**config.mk**
```make
export PLATFORM = sky130hd
export DESIGN_NAME = onehot_decoder_seq
export DESIGN_NICKNAME = d
export VERILOG_FILES = /design/src/rtl/onehot_decoder_seq.sv
export SDC_FILE = /design/constraint.sdc
export NUM_CORES = 1
export LEC_CHECK = 0
export CAP_MARGIN = 30
export CELL_PAD_IN_SITES_DETAIL_PLACEMENT = 1
export CELL_PAD_IN_SITES_GLOBAL_PLACEMENT = 2
export CORE_UTILIZATION = 27
export DETAILED_ROUTE_END_ITERATION = 7
export PLACE_DENSITY = 0.71
export SYNTH_ARGS = -nofsm -noshare
export SYNTH_HDL_FRONTEND = slang
export SYNTH_SLANG_ARGS = --single-unit
export TNS_END_PERCENT = 5
```
**constraint.sdc**
```tcl
create_clock -name clk -period 3.2 [get_ports clk]
set_input_delay 0.64 -clock clk [delete_from_list [all_inputs] [get_ports clk]]
set_output_delay 0.64 -clock clk [all_outputs]
set_load 0.02 [all_outputs]
```
**src/rtl/onehot_decoder_seq.sv**
```systemverilog
// Registered binary-to-one-hot decoder with direct-load and autonomous scan modes.
// Latency 1 cycle from load/en/mode to bus/index/err/wrap; no backpressure (free-running outputs).
module onehot_decoder_seq #(
  parameter int SEL_W   = 3,
  parameter int N_OUT   = 8,
  parameter int DWELL_W = 8
) (
  input  logic               clk,
  input  logic               reset,
  input  logic               en,
  input  logic               mode,
  input  logic               load,
  input  logic [SEL_W-1:0]   sel,
  input  logic [DWELL_W-1:0] dwell,
  output logic [N_OUT-1:0]   bus,
  output logic [SEL_W-1:0]   index,
  output logic               err,
  output logic               wrap
);

  localparam logic [1:0] IDLE   = 2'd0;
  localparam logic [1:0] DIRECT = 2'd1;
  localparam logic [1:0] SCAN   = 2'd2;

  // N_OUT can equal 2**SEL_W, so range checks use one extra bit
  localparam logic [SEL_W:0]   NOUT_W = (SEL_W+1)'(N_OUT);
  localparam logic [SEL_W-1:0] LAST   = SEL_W'(N_OUT - 1);
  localparam logic [N_OUT-1:0] ONE    = {{(N_OUT-1){1'b0}}, 1'b1};

  logic [1:0]         state;
  logic [1:0]         state_nxt;
  logic [DWELL_W-1:0] cnt;
  logic [DWELL_W-1:0] dwell_m1;

  function automatic logic [N_OUT-1:0] decode(input logic [SEL_W-1:0] i);
    decode = ({1'b0, i} < NOUT_W) ? (ONE << i) : '0;
  endfunction

  always_comb begin
    state_nxt = IDLE;
    if (en) state_nxt = mode ? SCAN : DIRECT;
  end

  // dwell of 0 behaves as 1; compare with >= so a shrunk dwell steps immediately
  assign dwell_m1 = (dwell == '0) ? '0 : dwell - DWELL_W'(1);

  always_ff @(posedge clk) begin
    if (reset) begin
      state <= IDLE;
      bus   <= '0;
      index <= '0;
      err   <= 1'b0;
      wrap  <= 1'b0;
      cnt   <= '0;
    end else begin
      state <= state_nxt;
      wrap  <= 1'b0;
      case (state_nxt)
        DIRECT: begin
          if (load) begin
            index <= sel;
            bus   <= decode(sel);
            err   <= ({1'b0, sel} >= NOUT_W);
          end else begin
            bus <= decode(index);
          end
        end
        SCAN: begin
          if (state != SCAN) begin
            cnt <= '0;
            err <= 1'b0;
            if ({1'b0, index} < NOUT_W) begin
              bus <= decode(index);
            end else begin
              index <= '0;
              bus   <= ONE;
            end
          end else if (cnt >= dwell_m1) begin
            cnt <= '0;
            if (index >= LAST) begin
              index <= '0;
              bus   <= ONE;
              wrap  <= 1'b1;
            end else begin
              index <= index + SEL_W'(1);
              bus   <= ONE << (index + SEL_W'(1));
            end
          end else begin
            cnt <= cnt + DWELL_W'(1);
          end
        end
        default: bus <= '0;
      endcase
    end
  end

endmodule

```
Yosys cells after proc, flatten, opt, wreduce, memory -nomap -nowiden
Index checks and enable logic that the tools add are counted.
W data, S select, Z words.
{"block": "word_totals", "regBits": 23, "in_bits": 16, "output_inout_bits": 13, "wordCells": 48}
{"block": "classes", "add_sub_neg": 3, "n_lt_le_gt_ge": 2, "n_eq_ne": 8, "shift": 3, "muxes": 19, "bitwise_logic": 2, "reduce_logical": 5}
{"cell": "$mux W8", "n": 7}
{"cell": "$shl A1 B3 Y8 const A", "n": 3}
{"cell": "$pmux W8 S2", "n": 1}
{"cell": "$mux W3", "n": 4}
{"cell": "$ne A2 B2 Y1 const B", "n": 5}
{"cell": "$add A8 B1 Y8 const B", "n": 1}
{"cell": "$ge A8 B8 Y1", "n": 1}
{"cell": "$logic_not A8 Y1", "n": 1}
{"cell": "$sub A8 B1 Y8 const B", "n": 1}
{"cell": "$pmux W3 S2", "n": 1}
{"cell": "$mux W2", "n": 2}
{"cell": "$reduce_and A4 Y1", "n": 1}
{"cell": "$reduce_or A4 Y1", "n": 1}
{"cell": "$add A3 B1 Y3 const B", "n": 1}
{"cell": "$ge A3 B3 Y1 const B", "n": 1}
{"cell": "$mux W1", "n": 3}
{"cell": "$ne A3 B3 Y1 const B", "n": 1}
{"cell": "$reduce_and A3 Y1", "n": 1}
{"cell": "$eq A2 B1 Y1 const B", "n": 1}
{"cell": "$eq A2 B2 Y1 const B", "n": 1}
{"cell": "$not A1 Y1", "n": 2}
{"cell": "$pmux W1 S2", "n": 1}
{"cell": "$reduce_bool A2 Y1", "n": 1}

Depth between registers and ports, before layout
{"block": "depth", "word_depth": 6, "ltp_mapped": 13}

Worst setup path before layout
OpenSTA, ideal clock, no wires.
{"block": "synth_path", "path_kind": "input to register", "startpoint": "input dwell[0]", "endpoint": "register index[0]", "setup_time_ns": 0.121, "arrival_time_ns": 3.278, "t_required_ns": 3.079, "setup_slack_ns": -0.199, "cell_stages": 13, "path_buffers": 1, "path_cell_list": "inv_1 > ha_1 > nor2b_1 > nand3b_1 > or3_1 > and2_1 > ha_1 > and3_1 > o21ai_0 > a31oi_1 > clkbuf_1 > o211ai_1 > mux2_2"}
{"block": "synth_via", "elab_chain_cells": 5, "elab_cells_between_ends": 6, "cone_classes": "add/sub: 1; order compare: 1; eq/ne: 1; mux: 1; reduce/logical: 2"}
{"item": "start, declared", "line": "14", "text": "input logic [DWELL_W-1:0] dwell,"}
{"item": "$sub A8 B1 Y8 / $logic_not A8 Y1 (equally long branches)", "line": "45", "text": "assign dwell_m1 = (dwell == '0) ? '0 : dwell - DWELL_W'(1);"}
{"item": "$mux W8 (*)", "line": "45"}
{"item": "$ge A8 B8 Y1 (*)", "line": "78", "text": "end else if (cnt >= dwell_m1) begin"}
{"item": "$ne A2 B2 Y1 (no source line) (*)"}
{"item": "$reduce_and A4 Y1 (no source line) (*)"}
{"item": "end signal, assigned", "line": "61", "text": "index <= sel;"}
{"item": "end signal, assigned", "line": "85", "text": "index <= index + SEL_W'(1);"}
{"item": "end, declared", "line": "16", "text": "output logic [SEL_W-1:0] index,"}
Mark *: on every way between the ends. The rest lies on a longest branch, timed or not.
A chain may end at the register's enable or synchronous reset.

Worst setup path in the final report
{"block": "layout_path", "startpoint": "input dwell[0]", "endpoint": "register index[2]"}
Same word-level chain as after synthesis.

==> results.cfg <==
[outcome]
status = finished, final reports clean

[die]
start_util_pct = 28.2
core_um2 = 5960
rows = 28
die_h_um = 80.8
die-area_um2 = 6530
die_w_um = 80.8
ios = 29

[cells_and_area]
insertedDiodeCount = 0
drive_gt1_share_pct = 16.3
nFillCells = 738
nets = 299
mostFrequentLayoutCells = nand2_1 (22), dfxtp_1 (22), clkdlybuf4s50_1 (22), buf_4 (22)
area_delta_synth_final_pct = 34.4
finalInstanceArea_um2 = 2250

[cts]
clkSlewWorstSetupHoldPaths_ps = 80
clockRootBuffer = clkbuf_8
worstSkewPairLatency_ps = 260
cts-buffers-inserted = 3
cts_buffer_depth = 2
clock-sinks = 22
cts_htree_levels = 1
cts_tree = built

[synth]
async_reset_ff_share_pct = 0
synth_area_um2 = 1680
syn_inst = 221
postSynthAreaPerCell_um2 = 7.59
ys_warn_count = 0
yosysSeqAreaShare_pct = 26.2
synth_fp_nets = 255
synth_edf_count = 0
synthFlopType = dfxtp_1
ys_ff_latch = 22
ys_types = 46

[place]
hpwl_um = 4220
placed_area_um2 = 2170
portBuffers = 27
post-place-ws_ps = -612
gp_congestion = 0.821

[sta]
slew_viol_final = 0
setup_ws_ps = 54.0
period_share_pct = 98.3
finalSetupTns_ps = 0
fmax_mhz = 318
setup_viol = 0
rsz0062_at_grt = yes
hold_viol = 0
min_period_ps = 3150
skew_ps = 1.25

[routing]
viasPerCell = 5.35
antenna_left = 0
dr.pass1.iters = 4
route.detailed.drc = 0
drt_iter0_markers = 100
num_vias = 1809
detail_route.wl_per_cell_um = 15.8
wl_um = 5330

[global_routing]
grt_max_degree = 18
grt_first_pass_wirelength_um = 8540
gr-usage-all-layers_pct = 17.0
antenna_found_initial = 0
grt_pass1_vias = 1768
overflow = 0

[critical_path]
cpPeakStageDelay_ps = 410
cp_data_arrival_time_ps = 3300
cp_slowest_cell = or3_4
cp_max_fo = 6
crit_family = simple AND/OR/NAND/NOR gates
cp-end-kind = register
path_class = input pin to register
cp-start-kind = input pin
critPathRequiredTime_ps = 3360
crit_chain = clkdlybuf4s15_1, inv_2, ha_4, nor2b_4, nand3b_1, or3_4, nand2b_1, ha_1, nor2b_1, o211ai_1, a31oi_2, o211ai_1, buf_4, mux2_2
crit_top_cell = o211ai_1
path_buf_inv = 3

[power]
p_per_area_nw_per_um2 = 258
irDropWorstVdd_mv = 0.142
finalPower_mw = 0.582
power.leakage_nw = 0.852

[hold_path]
worst_hold_path_type = register to register

[flow_run]
drv_cap = 0
[repair_timing]
action / 4_1_cts / 5_1_grt
hold buffers: 0 / 0
gates resized for setup: 11 / 2
gates cloned: 0 / 0
setup buffers: 4 / 0
pin swaps: 8 / 6
setup endpoints to repair: 15 / 14
[metrics by stage]
stage | util (%) | hold WS (ps) | std cells
3_3_place_gp | 36.4 | 478 | 331
5_1_grt | 37.9 | 524 | 338
2_1_floorplan | - | 462 | 221
6_report | 37.9 | 498 | 338
3_5_place_dp | 36.4 | 490 | 331
4_1_cts | 37.8 | 504 | 338
[cell families (layout without fill, tap and decap cells)]
| family | after synthesis | after routing | share of synthesized area, % |
|---|---|---|---|
| flops | 22 | 22 | 26.2 |
| simple gates | 100 | 100 | 30.1 |
| buf+inv | 20 | 62 | 5.22 |
| compound gates | 53 | 53 | 20.7 |
| other cells | 1 | 1 | 0.223 |
| mux | 4 | 4 | 2.54 |
| xor+xnor | 3 | 3 | 1.57 |
| fa+ha+maj | 18 | 18 | 13.4 |
[cells in the mapped netlist, types with 2 or more instances]
library cell	n	area, um^2
o21ai_0	6	30.0
nand2_1	22	82.6
nor4_1	2	12.5
dfxtp_1	22	440
nand3_1	12	60.1
nand3b_1	2	15.0
nand2b_1	6	37.5
nor2_1	18	67.6
nor2b_1	6	37.5
and3_1	2	12.5
mux2_2	2	22.5
or4_1	2	15.0
ha_1	18	225
xor2_1	2	17.5
a31oi_1	14	87.6
o32a_1	2	20.0
nand4_1	8	50.1
mux2i_1	2	20.0
a21oi_1	12	60.1
o31ai_1	7	52.6
nor3_1	11	55.1
a31o_2	2	17.5
or3_1	2	12.5
o211ai_1	3	22.5
inv_1	9	33.8
clkbuf_1	7	26.3
[report_power, final]
group          leakage (nW)  internal (mW)  switching, mW
Clock                0.0216         0.0841         0.0915
Combinational         0.652         0.0589         0.0663
Sequential            0.178          0.278        0.00359
[registers in the layout, summed over array words and instances, names as in the netlist]
register / count
bus: 8
cnt: 8
index: 3
state: 2
wrap: 1
[cell type report]
| cell class | count | area [um^2] | area share (%) |
|---|---|---|---|
| timing repair buffer | 49 | 432 | 19.1 |
| clock buffer | 3 | 41.3 | 1.83 |
| inverter | 10 | 37.5 | 1.66 |
| sequential | 22 | 440 | 19.5 |
| multi-input combinational | 179 | 1210 | 53.7 |
| tap | 75 | 93.8 | 4.16 |
[path summary, 6_finish.rpt]
path	startpoint	end	slack, ps	depth (start not counted)
max reg2reg	cnt[0]	index[2]	1160	8
min	bus[1]	bus[1]	500	2
min reg2reg	bus[1]	bus[1]	500	2
max	dwell[0]	index[2]	50	14
[routing by layer]
metal | routed length, um | GRT usage [%] | vias to the layer above
met4 | 82 | 4.64 | 0
li1 | - | - | 897
met1 | 2510 | 20.9 | 875
met5 | 0 | 0 | -
met2 | 2610 | 30.2 | 29
met3 | 129 | 2.81 | 8
[worst reg2reg max path: stages (launching register included)]
cell      delay (ps)
dfxtp_1          380
inv_1            110
ha_4             240
and3_4           170
o21ai_2          170
a31oi_2          180
o211ai_1         210
buf_4            160
mux2_2           320
No activity file was read; power rests on OpenSTA's default activity.
